[config.mk]
export PLATFORM = sky130hd
export DESIGN_NAME = ram_loader_flat
export DESIGN_NICKNAME = d
export VERILOG_FILES = /design/src/rtl/cpu_pkg.sv /design/src/rtl/ram_loader_if.sv /design/src/rtl/ram_loader.sv /design/src/flat_wrapper.sv
export SDC_FILE = /design/constraint.sdc
export NUM_CORES = 1
export LEC_CHECK = 0
export CAP_MARGIN = 25
export CORE_ASPECT_RATIO = 0.9
export CORE_MARGIN = 2
export CORE_UTILIZATION = 47
export CTS_CLUSTER_DIAMETER = 100
export DETAILED_ROUTE_END_ITERATION = 6
export PLACE_DENSITY = 0.74
export SLEW_MARGIN = 15
export SYNTH_ARGS = -nofsm -noshare
export SYNTH_HDL_FRONTEND = slang
export SYNTH_SLANG_ARGS = --single-unit
export TNS_END_PERCENT = 1
[constraint.sdc]
create_clock -name clk -period 2.3 [get_ports clk]
set_input_delay 0.575 -clock clk [delete_from_list [all_inputs] [get_ports clk]]
set_output_delay 0.575 -clock clk [all_outputs]
set_load 0.01 [all_outputs]
[src/rtl/cpu_pkg.sv]
// Shared CPU/RAM definitions: loader FSM states and RAM geometry constants.
// Latency: n/a (types and constants only).
// Backpressure: n/a.
package cpu_pkg;

  // Geometry of the CPU's program RAM, shared by the RAM, the CPU and the loader.
  localparam int RAM_ADDR_W = 10;
  localparam int RAM_DATA_W = 16;

  // The loader always packs exactly two bytes per RAM word, high byte first.
  localparam int BYTES_PER_WORD = 2;

  typedef enum logic [2:0] {
    IDLE,
    WAIT_HI,
    WAIT_LO,
    WRITE,
    DONE
  } state_e;

  // Modulo-2^16 accumulate used for the load checksum.
  function automatic logic [15:0] csum_add(input logic [15:0] acc, input logic [15:0] word);
    return acc + word;
  endfunction

endpackage

[src/rtl/ram_loader_if.sv]
// Interfaces between the UART byte source, the loader and the program RAM.
// Latency: n/a (wiring only).
// Backpressure: byte_stream_if is valid/ready; ram_wr_if is a plain strobe bus.
//
// byte_stream_if: byte_valid/byte_data from the producer, byte_ready from the consumer.
// ram_wr_if:      ram_write_en/ram_read_en/ram_addr/ram_din from the master to the RAM.

interface byte_stream_if;
  logic       byte_valid;
  logic [7:0] byte_data;
  logic       byte_ready;

  // master = byte producer (UART receiver), slave = byte consumer (loader)
  modport master (output byte_valid, output byte_data, input byte_ready);
  modport slave  (input byte_valid, input byte_data, output byte_ready);
endinterface

interface ram_wr_if import cpu_pkg::*; #(
  parameter int ADDR_W = RAM_ADDR_W,
  parameter int DATA_W = RAM_DATA_W
);
  logic              ram_write_en;
  logic              ram_read_en;
  logic [ADDR_W-1:0] ram_addr;
  logic [DATA_W-1:0] ram_din;

  // master = whoever drives the RAM (loader), slave = the RAM itself
  modport master (output ram_write_en, output ram_read_en, output ram_addr, output ram_din);
  modport slave  (input ram_write_en, input ram_read_en, input ram_addr, input ram_din);
endinterface

[src/rtl/ram_loader.sv]
// Boot loader: packs a UART byte stream high-byte-first into words written to RAM 0..WORD_COUNT-1.
// Latency: write strobe one cycle after the low byte is accepted; peak 1 word per 3 cycles.
// Backpressure: byte_ready is high only while waiting for a byte; it drops for the write cycle.
//
// Ports:
//   clk, rst      clock and synchronous active-high reset
//   start         single-cycle pulse starting a load; ignored while busy
//   byte_in       byte stream slave (byte_valid, byte_data, byte_ready)
//   ram           RAM write master (ram_write_en, ram_read_en, ram_addr, ram_din)
//   busy          load in progress
//   done          last load completed; stays set until the next start
//   cpu_hold      CPU must keep off the RAM (everywhere except after a completed load)
//   checksum      modulo-2^16 sum of the words written by the current or last load
module ram_loader import cpu_pkg::*; #(
  parameter int ADDR_W     = RAM_ADDR_W,
  parameter int DATA_W     = RAM_DATA_W,
  // Legal range 1 .. 2**ADDR_W.
  parameter int WORD_COUNT = 1024
) (
  input  logic          clk,
  input  logic          rst,
  input  logic          start,
  byte_stream_if.slave  byte_in,
  ram_wr_if.master      ram,
  output logic          busy,
  output logic          done,
  output logic          cpu_hold,
  output logic [15:0]   checksum
);

  // Address of the final word; the counter stops here, so it never wraps.
  localparam logic [ADDR_W-1:0] LAST_ADDR = ADDR_W'(WORD_COUNT - 1);

  state_e            state_q, state_d;
  logic [ADDR_W-1:0] cnt_q,   cnt_d;
  logic [7:0]        hi_q,    hi_d;
  logic [ADDR_W-1:0] addr_q,  addr_d;
  logic [DATA_W-1:0] din_q,   din_d;
  logic [15:0]       csum_q,  csum_d;

  logic ready_c;
  logic write_c;

  always_comb begin
    state_d = state_q;
    cnt_d   = cnt_q;
    hi_d    = hi_q;
    addr_d  = addr_q;
    din_d   = din_q;
    csum_d  = csum_q;
    ready_c = 1'b0;
    write_c = 1'b0;

    case (state_q)
      // A completed load behaves like idle: a new start re-arms everything.
      IDLE, DONE: begin
        if (start) begin
          state_d = WAIT_HI;
          cnt_d   = '0;
          csum_d  = '0;
        end
      end

      WAIT_HI: begin
        ready_c = 1'b1;
        if (byte_in.byte_valid) begin
          hi_d    = byte_in.byte_data;
          state_d = WAIT_LO;
        end
      end

      WAIT_LO: begin
        ready_c = 1'b1;
        if (byte_in.byte_valid) begin
          din_d   = {hi_q, byte_in.byte_data};
          addr_d  = cnt_q;
          state_d = WRITE;
        end
      end

      // One-cycle write strobe; the checksum picks up the word being written.
      WRITE: begin
        write_c = 1'b1;
        csum_d  = csum_add(csum_q, din_q);
        if (cnt_q == LAST_ADDR) begin
          state_d = DONE;
        end else begin
          cnt_d   = cnt_q + ADDR_W'(1);
          state_d = WAIT_HI;
        end
      end

      default: begin
        state_d = IDLE;
      end
    endcase
  end

  always_ff @(posedge clk) begin
    if (rst) begin
      state_q <= IDLE;
      cnt_q   <= '0;
      hi_q    <= '0;
      addr_q  <= '0;
      din_q   <= '0;
      csum_q  <= '0;
    end else begin
      state_q <= state_d;
      cnt_q   <= cnt_d;
      hi_q    <= hi_d;
      addr_q  <= addr_d;
      din_q   <= din_d;
      csum_q  <= csum_d;
    end
  end

  assign byte_in.byte_ready = ready_c;

  // Reset arriving in the write cycle must squash the strobe right away, not a cycle later.
  assign ram.ram_write_en = write_c & ~rst;
  // The RAM drops writes when read is also asserted, so read is never driven.
  assign ram.ram_read_en  = 1'b0;
  assign ram.ram_addr     = addr_q;
  assign ram.ram_din      = din_q;

  assign busy     = (state_q == WAIT_HI) || (state_q == WAIT_LO) || (state_q == WRITE);
  assign done     = (state_q == DONE);
  assign cpu_hold = (state_q != DONE);
  assign checksum = csum_q;

endmodule

[src/flat_wrapper.sv]
// flat-port wrapper written by rule: the top's interface ports become plain ports
module ram_loader_flat import cpu_pkg::*;
#(
  parameter int ADDR_W     = RAM_ADDR_W,
  parameter int DATA_W     = RAM_DATA_W,
                                
  parameter int WORD_COUNT = 1024
)
  (clk, rst, start, busy, done, cpu_hold, checksum, byte_in_byte_valid, byte_in_byte_data, byte_in_byte_ready, ram_ram_write_en, ram_ram_read_en, ram_ram_addr, ram_ram_din);
  byte_stream_if byte_in_i ();
  ram_wr_if #(.ADDR_W(ADDR_W), .DATA_W(DATA_W)) ram_i ();
  input  logic clk;
  input  logic rst;
  input  logic start;
  output logic busy;
  output logic done;
  output logic cpu_hold;
  output logic [15:0] checksum;
  input wire logic [$bits(byte_in_i.byte_valid)-1:0] byte_in_byte_valid;
  input wire logic [$bits(byte_in_i.byte_data)-1:0] byte_in_byte_data;
  output wire logic [$bits(byte_in_i.byte_ready)-1:0] byte_in_byte_ready;
  output wire logic [$bits(ram_i.ram_write_en)-1:0] ram_ram_write_en;
  output wire logic [$bits(ram_i.ram_read_en)-1:0] ram_ram_read_en;
  output wire logic [$bits(ram_i.ram_addr)-1:0] ram_ram_addr;
  output wire logic [$bits(ram_i.ram_din)-1:0] ram_ram_din;
  assign byte_in_i.byte_valid = byte_in_byte_valid;
  assign byte_in_i.byte_data = byte_in_byte_data;
  assign byte_in_byte_ready = byte_in_i.byte_ready;
  assign ram_ram_write_en = ram_i.ram_write_en;
  assign ram_ram_read_en = ram_i.ram_read_en;
  assign ram_ram_addr = ram_i.ram_addr;
  assign ram_ram_din = ram_i.ram_din;
  ram_loader #(.ADDR_W(ADDR_W), .DATA_W(DATA_W), .WORD_COUNT(WORD_COUNT)) u_core (.clk(clk), .rst(rst), .start(start), .byte_in(byte_in_i), .ram(ram_i), .busy(busy), .done(done), .cpu_hold(cpu_hold), .checksum(checksum));
endmodule
==> results of run 1 <==
## Yosys cell counts, types with 2 or more instances
| master | number |
|---|---|
| sky130_fd_sc_hd__a32oi_1 | 2 |
| sky130_fd_sc_hd__and2_1 | 3 |
| sky130_fd_sc_hd__nand4_1 | 2 |
| sky130_fd_sc_hd__xor2_1 | 7 |
| sky130_fd_sc_hd__ha_1 | 16 |
| sky130_fd_sc_hd__or4_1 | 2 |
| sky130_fd_sc_hd__or3_2 | 2 |
| sky130_fd_sc_hd__nand2_1 | 70 |
| sky130_fd_sc_hd__nand3_1 | 9 |
| sky130_fd_sc_hd__o31ai_1 | 2 |
| sky130_fd_sc_hd__inv_1 | 6 |
| sky130_fd_sc_hd__nor2_1 | 35 |
| sky130_fd_sc_hd__o21ai_0 | 11 |
| sky130_fd_sc_hd__a21o_1 | 9 |
| sky130_fd_sc_hd__mux2i_1 | 9 |
| sky130_fd_sc_hd__nand4bb_1 | 2 |
| sky130_fd_sc_hd__a21oi_1 | 47 |
| sky130_fd_sc_hd__nand2b_1 | 3 |
| sky130_fd_sc_hd__a22oi_1 | 5 |
| sky130_fd_sc_hd__clkbuf_1 | 18 |
| sky130_fd_sc_hd__nor3_1 | 5 |
| sky130_fd_sc_hd__nor2b_1 | 4 |
| sky130_fd_sc_hd__dfxtp_1 | 63 |
| sky130_fd_sc_hd__a32o_1 | 4 |
| sky130_fd_sc_hd__o211ai_1 | 5 |
| sky130_fd_sc_hd__xnor2_1 | 7 |
| sky130_fd_sc_hd__and4_1 | 3 |
| sky130_fd_sc_hd__a211oi_1 | 2 |
| sky130_fd_sc_hd__nand3b_1 | 3 |
| sky130_fd_sc_hd__a22o_1 | 3 |
| sky130_fd_sc_hd__and3_1 | 3 |
## metrics by stage
stage / hold WS [ns] / setup slack (ns)
2_1_floorplan: 0.431 / 0.0659
3_3_place_gp: 0.442 / -0.0605
3_5_place_dp: 0.447 / -0.0562
4_1_cts: 0.457 / -0.0179
5_1_grt: 0.474 / -0.0788
6_report: 0.454 / 0.0255
## registers in the layout (all words and copies together), names as in the netlist
name	flops
u_core.checksum	16
u_core.cnt_q	10
u_core.hi_q	8
u_core.ram.ram_addr	10
u_core.ram.ram_din	16
u_core.state_q	3
## cell type report
cell class	count	area share, %
clock buffers	12	3.53
clock inverters	4	1.10
inverters	6	0.548
multi-input cells	289	43.3
flip-flops and latches	63	30.8
well taps	90	2.74
repair buffers	79	17.9
## metal layers
layer / vias up / part of all wire (%) / GRT usage (%)
met5: - / 0 / 0
met4: 0 / 1.6 / 9.69
met3: 10 / 4.4 / 5.38
met2: 79 / 45 / 34.5
met1: 1320 / 49 / 28.6
li1: 1464 / - / -
## how the worst max path moves through the flow
stage / from / end / depth (start not counted)
3_3_place_gp: rst / ram_ram_write_en / 3
4_1_cts: u_core.ram.ram_din[0]$_SDFFE_PP0P_ / u_core.checksum[12]$_SDFFE_PP0P_ / 10
5_1_grt: u_core.ram.ram_din[0]$_SDFFE_PP0P_ / u_core.checksum[12]$_SDFFE_PP0P_ / 10
2_1_floorplan: u_core.ram.ram_din[7]$_SDFFE_PP0P_ / u_core.checksum[12]$_SDFFE_PP0P_ / 7
3_5_place_dp: rst / ram_ram_write_en / 3
6_report: u_core.ram.ram_din[0]$_SDFFE_PP0P_ / u_core.checksum[12]$_SDFFE_PP0P_ / 10
## worst reg2reg max path, cell delays in order, from the launching register on
cell and delay (ns):
sky130_fd_sc_hd__dfxtp_2 0.33, sky130_fd_sc_hd__ha_2 0.19, sky130_fd_sc_hd__inv_2 0.06, sky130_fd_sc_hd__fa_2 0.20, sky130_fd_sc_hd__nor2b_1 0.05, sky130_fd_sc_hd__o21a_1 0.20
sky130_fd_sc_hd__o211ai_1 0.18, sky130_fd_sc_hd__buf_4 0.16, sky130_fd_sc_hd__a21oi_2 0.06, sky130_fd_sc_hd__or4_4 0.52, sky130_fd_sc_hd__a32o_1 0.23
## power by group through the flow
stage                     Combinational, mW  Sequential (mW)  Clock, mW
after global routing                  0.314             1.16       1.01
after detailed placement              0.283             1.17          0
after floorplan                       0.177             1.16          0
final                                 0.285             1.15      0.962
after global placement                0.280             1.17          0
after CTS                             0.284             1.15      0.978
## kinds of logic (layout without fill, tap and decap cells)
family	count (synthesis)	after routing	share of synthesized area, %
flip-flops	63	63	40.5
buffers and inverters	27	101	3.42
AO/OA/AOI/OAI	96	96	19.3
multiplexers	9	9	2.90
adder cells (fa/ha/maj)	17	17	7.08
other	1	1	0.121
XOR/XNOR	14	14	3.94
AND/OR/NAND/NOR	152	152	22.7
## timing repair
| item | 4_1_cts | 5_1_grt |
|---|---|---|
| buffers inserted | 0 | 2 |
| endpoints found under the setup margin | 4 | 9 |
| cloned | 0 | 0 |
| gates resized for setup | 3 | 9 |
| hold buffers | 0 | 0 |
| pin swaps | 0 | 6 |
==> results.json, run 1 <==
{
  "area.sequential_mm2": 0.00127,
  "warnings_synthesis": 0,
  "ys_dominant_reg_cell": "sky130_fd_sc_hd__dfxtp_1",
  "worst_r2r_endpoint": "u_core.checksum[12]$_SDFFE_PP0P_",
  "critical_path.top_delay_family": "compound AO/OA/AOI/OAI gates",
  "synth_largest_area_cell": "sky130_fd_sc_hd__dfxtp_1",
  "avgSynthCellArea_um2": 8.21,
  "hold_path_startpoint": "u_core.hi_q[3]$_SDFFE_PP0P_",
  "grt_first_pass_wirelength_mm": 12.6,
  "vias": 2873,
  "power_switching_mw": 0.624,
  "hold_path.class": "register to register",
  "hold_viol": 0,
  "power.share.sequential_pct": 48.0,
  "worstSkewPairLatency_ns": 0.34,
  "hold_path_depth": 2,
  "overflow_left_after_global_routing": 0,
  "sum_of_internal_switching_and_leakage_power_mw": 2.40,
  "cellPowerDensity_mw_per_mm2": 584,
  "area_growth_syn_to_layout_pct": 32.0,
  "final_cell_count_no_fill": 543,
  "clk_sink_count": 63,
  "status": "finished, final reports clean",
  "port_buffers": 58,
  "drt_drc_violations_left": 0,
  "clock_tree_from_tritoncts": "built",
  "cap_violations": 0,
  "fp.dieArea_mm2": 0.00729,
  "total_setup_violations_reported_at_the_end_of_the_flow": 0,
  "setup.worst_path.end_class": "register",
  "design_area_mm2": 0.00411,
  "layout_commonest_cell": "sky130_fd_sc_hd__nand2_1",
  "clock_path_buffers": 2,
  "cpMaxStageDelayCell": "sky130_fd_sc_hd__or4_4",
  "placement.cell_area_mm2": 0.00388,
  "timing.critical_path.from_type": "register",
  "syn_area_mm2": 0.00311,
  "first_global_vias": 2653,
  "reg2reg_from": "u_core.ram.ram_din[0]$_SDFFE_PP0P_",
  "layout.cells.most_common_list": "sky130_fd_sc_hd__nand2_1, sky130_fd_sc_hd__dfxtp_1, sky130_fd_sc_hd__clkdlybuf4s50_1",
  "width_of_the_chip_um": 89.8,
  "initial_utilization_pct": 48.0,
  "cts-buffers-inserted": 9,
  "remaining_number_of_nets_flagged_by_the_antenna_check_after_routing": 0,
  "grt_setup_unrepaired": "yes",
  "synthCells": 379,
  "worst_path_largest_cell_delay_ns": 0.52,
  "cts.clk_slew.worst_paths_ns": 0.07,
  "total_area_of_multi_input_combinational_cells_mm2": 0.00178,
  "synth.yosys.seq_area_share_pct": 40.5,
  "switching_share_pct": 26.0,
  "post_route_cells_drive_above_1_share_pct": 11.7,
  "antenna_found_initial": 0,
  "path_cells": "ha_2 -> inv_2 -> fa_2 -> nor2b_1 -> o21a_1 -> o211ai_1 -> buf_4 -> a21oi_2 -> or4_4 -> a32o_1",
  "drt-pass1-iter-count": 4,
  "combinational_power_share_pct": 11.9,
  "drt-total-wl_mm": 7.68,
  "insertedDiodeCount": 0,
  "timing.slew.headroom_pct": 56.7,
  "grt_start_max_net_pins": 51,
  "final_min_period_over_clock_period_pct": 98.9,
  "layout.nets": 477,
  "worst_ep_arrival_time_ns": 2.51,
  "row_count": 28,
  "place_congestion": 0.865,
  "filler_cell_count": 576,
  "total_leakage_power_nw": 1.63,
  "layout.core_utilization_pct": 63.4,
  "cellInternalPower_mw": 1.78,
  "yosys_register_bits": 63,
  "htree_num_levels": 3,
  "count_of_pins_on_the_block_boundary": 60,
  "rrSetupSlack_ns": 0.03,
  "layout_min_cycle_time_ns": 2.27,
  "wl_per_cell_um": 14.1,
  "reg2regPathDepth": 10,
  "setup_total_negative_slack_ns": 0,
  "hpwlAfterDp_mm": 5.41,
  "synth.area.top_cells": "sky130_fd_sc_hd__dfxtp_1, sky130_fd_sc_hd__nand2_1, sky130_fd_sc_hd__a21oi_1, sky130_fd_sc_hd__ha_1, sky130_fd_sc_hd__nor2_1",
  "design.core.area_mm2": 0.00648,
  "final_max_slew_viol_count": 0,
  "tightestPinTransition_ns": 0.648,
  "clockPowerShare_pct": 40.1,
  "hold_critical_path_endpoint": "u_core.ram.ram_din[11]$_SDFFE_PP0P_",
  "fin_skew_ns": 0.00849,
  "cts_root_buf": "sky130_fd_sc_hd__clkbuf_8",
  "synth_top_area_share_pct": 40.5,
  "postSynth.asyncResetShare_pct": 0,
  "ir_worst_vdd_uv": 468,
  "critPathRequiredTime_ns": 2.54,
  "achievable-frequency_ghz": 0.440,
  "timing_worst_setup_path_type": "register to register",
  "grt_usage_pct": 21.8,
  "synth.lib_cells_used.distinct": 48,
  "critical_path_buf_inv_count": 2,
  "detail_route.iter0.violations": 204,
  "postSynthNetCount": 408,
  "route.detailed.vias_per_inst": 5.29,
  "die_h_um": 81.2,
  "synth_enable_flop_cells": 0,
  "critical_path.max_fanout": 4,
  "numPlacedInstances": 525
}
(Power assumes the default switching activity.)
==> run 2, diff against run 1 <==
--- a/config.mk
+++ b/config.mk
@@ -11,6 +11,7 @@
 export CORE_UTILIZATION = 47
 export CTS_CLUSTER_DIAMETER = 100
 export DETAILED_ROUTE_END_ITERATION = 6
+export GPL_TIMING_DRIVEN = 0
 export PLACE_DENSITY = 0.74
 export SLEW_MARGIN = 15
 export SYNTH_ARGS = -nofsm -noshare
==> results.json, run 2 (same netlist as run 1, synthesis figures left out) <==
{
  "die_h_um": 81.2,
  "reg2regPathDepth": 10,
  "hold_path_depth": 2,
  "drt-total-wl_mm": 7.90,
  "grt_start_max_net_pins": 12,
  "tightestPinTransition_ns": 0.869,
  "global_route.peak_usage_layer": "met2",
  "final_cell_count_no_fill": 547,
  "route.detailed.vias_per_inst": 5.39,
  "layout_commonest_cell": "sky130_fd_sc_hd__nand2_1",
  "cts_root_buf": "sky130_fd_sc_hd__clkbuf_8",
  "first_global_vias": 2605,
  "detail_route.iter0.violations": 144,
  "fp.dieArea_mm2": 0.00729,
  "overflow_left_after_global_routing": 0,
  "worstSkewPairLatency_ns": 0.35,
  "drt_drc_violations_left": 0,
  "antenna_found_initial": 0,
  "row_count": 28,
  "cellPowerDensity_mw_per_mm2": 616,
  "place_congestion": 0.871,
  "hpwlAfterDp_mm": 5.67,
  "final.hold.worst_slack_ns": 0.458,
  "layout.cells.most_common_list": "sky130_fd_sc_hd__nand2_1, sky130_fd_sc_hd__dfxtp_1, sky130_fd_sc_hd__clkdlybuf4s50_1",
  "initial_utilization_pct": 48.0,
  "filler_cell_count": 572,
  "placement.cell_area_mm2": 0.00380,
  "layout.nets": 481,
  "fin_skew_ns": 0.0120,
  "worst_ep_arrival_time_ns": 2.46,
  "total_setup_violations_reported_at_the_end_of_the_flow": 0,
  "final_min_period_over_clock_period_pct": 97.0,
  "htree_num_levels": 3,
  "count_of_pins_on_the_block_boundary": 60,
  "hold_path_startpoint": "u_core.hi_q[4]$_SDFFE_PP0P_",
  "worst_r2r_endpoint": "u_core.checksum[8]$_SDFFE_PP0P_",
  "port_buffers": 58,
  "cts-buffers-inserted": 9,
  "wl_per_cell_um": 14.4,
  "timing_worst_setup_path_type": "register to register",
  "final_max_slew_viol_count": 0,
  "timing.slew.headroom_pct": 41.8,
  "sum_of_internal_switching_and_leakage_power_mw": 2.55,
  "total_leakage_power_nw": 1.62,
  "hold_critical_path_endpoint": "u_core.ram.ram_din[12]$_SDFFE_PP0P_",
  "achievable-frequency_ghz": 0.448,
  "status": "finished, final reports clean",
  "cts.clk_slew.worst_paths_ns": 0.07,
  "grt_setup_unrepaired": "yes",
  "design.core.area_mm2": 0.00648,
  "reg2reg_from": "u_core.ram.ram_din[0]$_SDFFE_PP0P_",
  "clock_tree_from_tritoncts": "built",
  "post_route_cells_drive_above_1_share_pct": 8.97,
  "design_area_mm2": 0.00414,
  "globalRouteMet2Util_pct": 36.1,
  "grt_usage_pct": 22.1,
  "hold_viol": 0,
  "grt_use_met1_pct": 28.9,
  "ir_worst_vdd_uv": 336,
  "layout.core_utilization_pct": 63.8,
  "cts_hold_buf": 0,
  "rrSetupSlack_ns": 0.07,
  "area_growth_syn_to_layout_pct": 33.0,
  "clock_path_buffers": 2,
  "critical_path.max_fanout": 4,
  "width_of_the_chip_um": 89.8,
  "grt_first_pass_wirelength_mm": 12.8,
  "remaining_number_of_nets_flagged_by_the_antenna_check_after_routing": 0,
  "layout_min_cycle_time_ns": 2.23,
  "cap_violations": 0,
  "critPathRequiredTime_ns": 2.53,
  "setup.worst_path.end_class": "register",
  "hold_path.class": "register to register",
  "drt-pass1-iter-count": 5,
  "clk_sink_count": 63,
  "grtUsageMet3_pct": 4.92,
  "vias": 2951,
  "insertedDiodeCount": 0,
  "numPlacedInstances": 527,
  "timing.critical_path.from_type": "register"
}
run 2: metal layers:
layer,vias up,share of wire (%)
met1,1378,47
met4,0,1.6
li1,1472,-
met5,-,0
met2,89,46
met3,12,5.4
run 2: what timing repair did:
action | 4_1_cts | 5_1_grt
setup buffers | 3 | 2
resized for setup | 10 | 9
pin swaps | 4 | 3
gates cloned | 0 | 0
setup endpoints to repair | 9 | 7
hold endpoints to repair | 0 | 0
run 2: worst max-delay path, stage by stage, from the launching register on:
cell and delay, ns:
sky130_fd_sc_hd__dfxtp_2 0.34, sky130_fd_sc_hd__ha_4 0.17, sky130_fd_sc_hd__inv_2 0.05, sky130_fd_sc_hd__fa_2 0.21, sky130_fd_sc_hd__nor2b_1 0.05, sky130_fd_sc_hd__o21a_1 0.20, sky130_fd_sc_hd__o211ai_1 0.18, sky130_fd_sc_hd__buf_4 0.16
sky130_fd_sc_hd__a21oi_1 0.08, sky130_fd_sc_hd__or3_2 0.42, sky130_fd_sc_hd__a32o_1 0.25
run 2: how the worst max path moves through the flow:
stage / endpoint / from / cells past startpoint / slack, ns
finish: u_core.checksum[8]$_SDFFE_PP0P_ / u_core.ram.ram_din[0]$_SDFFE_PP0P_ / 10 / 0.07
global route: u_core.checksum[12]$_SDFFE_PP0P_ / u_core.ram.ram_din[0]$_SDFFE_PP0P_ / 10 / -0.04
global placement: ram_ram_write_en / rst / 3 / -0.71
floorplan: u_core.checksum[12]$_SDFFE_PP0P_ / u_core.ram.ram_din[7]$_SDFFE_PP0P_ / 7 / 0.07
detailed placement: ram_ram_write_en / rst / 3 / -0.67
CTS: u_core.checksum[14]$_SDFFE_PP0P_ / u_core.ram.ram_din[0]$_SDFFE_PP0P_ / 10 / -0.02
run 2: per-stage QoR:
stage,setup TNS (ns),setup slack (ns)
final,0,0.0699
after detailed placement,-3.05,-0.669
after global placement,-2.23,-0.713
after global routing,-0.0696,-0.0389
after CTS,-0.0186,-0.0186
after floorplan,0,0.0659
run 2: layout make-up:
| class | count | area [µm²] | share of cell area [%] |
|---|---|---|---|
| multi-input combinational | 289 | 1800 | 43.5 |
| sequential | 63 | 1270 | 30.6 |
| timing repair buffer | 63 | 622 | 15.0 |
| clock buffer | 11 | 151 | 3.66 |
| tap | 90 | 113 | 2.72 |
| buffer | 20 | 83.8 | 2.03 |
| clock inverter | 5 | 80.1 | 1.94 |
| inverter | 6 | 22.5 | 0.544 |
run 2: power by group:
group	switching (mW)	total, mW	internal (mW)
Sequential	0.0170	1.13	1.12
Clock	0.444	1.11	0.667
Combinational	0.177	0.302	0.125
Total	0.639	2.55	1.91
==> run 3, diff against run 2 <==
--- a/config.mk
+++ b/config.mk
@@ -13,8 +13,8 @@
 export DETAILED_ROUTE_END_ITERATION = 6
 export GPL_TIMING_DRIVEN = 0
 export PLACE_DENSITY = 0.74
+export SETUP_SLACK_MARGIN = 0.15
 export SLEW_MARGIN = 15
 export SYNTH_ARGS = -nofsm -noshare
 export SYNTH_HDL_FRONTEND = slang
 export SYNTH_SLANG_ARGS = --single-unit
-export TNS_END_PERCENT = 1
==> results.json, run 3 (same netlist as run 1, synthesis figures left out) <==
{
  "status": "finished, final reports clean",
  "drt-total-wl_mm": 8.39,
  "critical_path.max_fanout": 4,
  "grt_setup_unrepaired": "yes",
  "final_cell_count_no_fill": 557,
  "total_leakage_power_nw": 1.67,
  "tightestPinTransition_ns": 0.832,
  "clock_tree_from_tritoncts": "built",
  "layout.nets": 491,
  "antenna_found_initial": 0,
  "hold_critical_path_endpoint": "u_core.ram.ram_din[11]$_SDFFE_PP0P_",
  "numPlacedInstances": 527,
  "drt_drc_violations_left": 0,
  "rrSetupSlack_ns": 0.05,
  "design.core.area_mm2": 0.00648,
  "cellPowerDensity_mw_per_mm2": 596,
  "cap_violations": 0,
  "power_switching_mw": 0.641,
  "dp_slack_ns": -0.690,
  "initial_utilization_pct": 48.0,
  "layout_min_cycle_time_ns": 2.25,
  "placement.cell_area_mm2": 0.00385,
  "cts_root_buf": "sky130_fd_sc_hd__clkbuf_8",
  "timing_worst_setup_path_type": "register to register",
  "place_congestion": 0.858,
  "grt_first_pass_wirelength_mm": 13.6,
  "hold_viol": 0,
  "hold_path_startpoint": "u_core.hi_q[3]$_SDFFE_PP0P_",
  "detail_route.iter0.violations": 168,
  "layout_commonest_cell": "sky130_fd_sc_hd__nand2_1",
  "first_global_vias": 2861,
  "clk_sink_count": 63,
  "cts.clk_slew.worst_paths_ns": 0.07,
  "timing.slew.headroom_pct": 44.4,
  "htree_num_levels": 3,
  "critPathRequiredTime_ns": 2.54,
  "clockPowerShare_pct": 43.5,
  "setup.worst_path.end_class": "register",
  "post-route-worst-setup-slack_ns": 0.0545,
  "hold_path_depth": 2,
  "cts-buffers-inserted": 9,
  "overflow_left_after_global_routing": 0,
  "route.detailed.vias_per_inst": 5.45,
  "worst_ep_arrival_time_ns": 2.48,
  "cellInternalPower_mw": 1.91,
  "switching_share_pct": 25.2,
  "remaining_number_of_nets_flagged_by_the_antenna_check_after_routing": 0,
  "hold_path.class": "register to register",
  "grt_start_max_net_pins": 12,
  "combinational_power_share_pct": 12.1,
  "total_setup_violations_reported_at_the_end_of_the_flow": 0,
  "wl_per_cell_um": 15.1,
  "drt-pass1-iter-count": 4,
  "grt_usage_pct": 23.6,
  "sum_of_internal_switching_and_leakage_power_mw": 2.55,
  "final_max_slew_viol_count": 0,
  "fin_skew_ns": 0.00815,
  "ir_worst_vdd_uv": 370,
  "die_h_um": 81.2,
  "insertedDiodeCount": 0,
  "achievable-frequency_ghz": 0.445,
  "worstSkewPairLatency_ns": 0.34,
  "width_of_the_chip_um": 89.8,
  "count_of_pins_on_the_block_boundary": 60,
  "port_buffers": 58,
  "cts_hold_buf": 0,
  "hpwlAfterDp_mm": 5.72,
  "area_growth_syn_to_layout_pct": 37.4,
  "clock_path_buffers": 2,
  "design_area_mm2": 0.00428,
  "worst_r2r_endpoint": "u_core.checksum[14]$_SDFFE_PP0P_",
  "filler_cell_count": 554,
  "fp.dieArea_mm2": 0.00729,
  "reg2regPathDepth": 11,
  "timing.critical_path.from_type": "register",
  "reg2reg_from": "u_core.ram.ram_din[0]$_SDFFE_PP0P_",
  "post_route_cells_drive_above_1_share_pct": 13.9,
  "power.share.sequential_pct": 44.4,
  "vias": 3034,
  "final_min_period_over_clock_period_pct": 97.6,
  "row_count": 28,
  "layout.cells.most_common_list": "sky130_fd_sc_hd__nand2_1, sky130_fd_sc_hd__dfxtp_1, sky130_fd_sc_hd__clkdlybuf4s50_1"
}
## run 3: final cells by class
type | instances | area (µm²) | share of cell area (%)
Multi-Input combinational cell | 289 | 1850 | 43.3
Sequential cell | 63 | 1270 | 29.8
Clock buffer | 11 | 151 | 3.54
Inverter | 6 | 22.5 | 0.527
Tap cell | 90 | 113 | 2.63
Timing Repair Buffer | 73 | 693 | 16.2
Clock inverter | 5 | 80.1 | 1.87
Buffer | 20 | 88.8 | 2.08
## run 3: timing repair
action,in CTS,in global routing
pin swaps,12,5
endpoints found under the setup margin,12,34
buffers inserted,13,2
resized for setup,19,18
## run 3: power groups by stage
stage,Combinational [mW],Clock (mW),Sequential [mW]
floorplan,0.178,0,1.16
global placement,0.288,0,1.16
detailed placement,0.292,0,1.16
CTS,0.305,1.12,1.13
global route,0.338,1.18,1.13
finish,0.308,1.11,1.13
## run 3: metal layers
metal	track usage [%]	routed length, µm
met4	9.69	99
met2	40.0	4010
met1	29.0	3870
met3	6.40	413
met5	0	0
## run 3: per-stage QoR
stage	utilization, %	hold slack (ns)	TNS (ns)
final	66.0	0.447	0
after global routing	66.0	0.471	0
after CTS	65.1	0.450	0
after detailed placement	59.4	0.444	-3.45
after global placement	59.4	0.443	-2.55
after floorplan	-	0.431	0
## run 3: critical path, stage by stage (launching register included)
cell and delay [ns]:
sky130_fd_sc_hd__dfxtp_2 0.34, sky130_fd_sc_hd__ha_4 0.16, sky130_fd_sc_hd__inv_2 0.06, sky130_fd_sc_hd__fa_2 0.22
sky130_fd_sc_hd__nor2b_1 0.05, sky130_fd_sc_hd__o21a_1 0.19, sky130_fd_sc_hd__o211ai_1 0.16, sky130_fd_sc_hd__buf_4 0.17
sky130_fd_sc_hd__buf_6 0.10, sky130_fd_sc_hd__a21oi_4 0.04, sky130_fd_sc_hd__or4_1 0.40, sky130_fd_sc_hd__a32o_1 0.25
## run 3: worst max-delay path by stage
| stage | end | slack, ns | startpoint | cells past startpoint |
|---|---|---|---|---|
| finish | u_core.checksum[14]$_SDFFE_PP0P_ | 0.05 | u_core.ram.ram_din[0]$_SDFFE_PP0P_ | 11 |
| global placement | ram_ram_write_en | -0.69 | rst | 3 |
| floorplan | u_core.checksum[12]$_SDFFE_PP0P_ | 0.12 | u_core.checksum[0]$_SDFFE_PP0P_ | 9 |
| global route | u_core.checksum[14]$_SDFFE_PP0P_ | 0.001 | u_core.ram.ram_din[0]$_SDFFE_PP0P_ | 11 |
| detailed placement | ram_ram_write_en | -0.69 | rst | 3 |
| CTS | u_core.checksum[14]$_SDFFE_PP0P_ | 0.09 | u_core.ram.ram_din[0]$_SDFFE_PP0P_ | 11 |
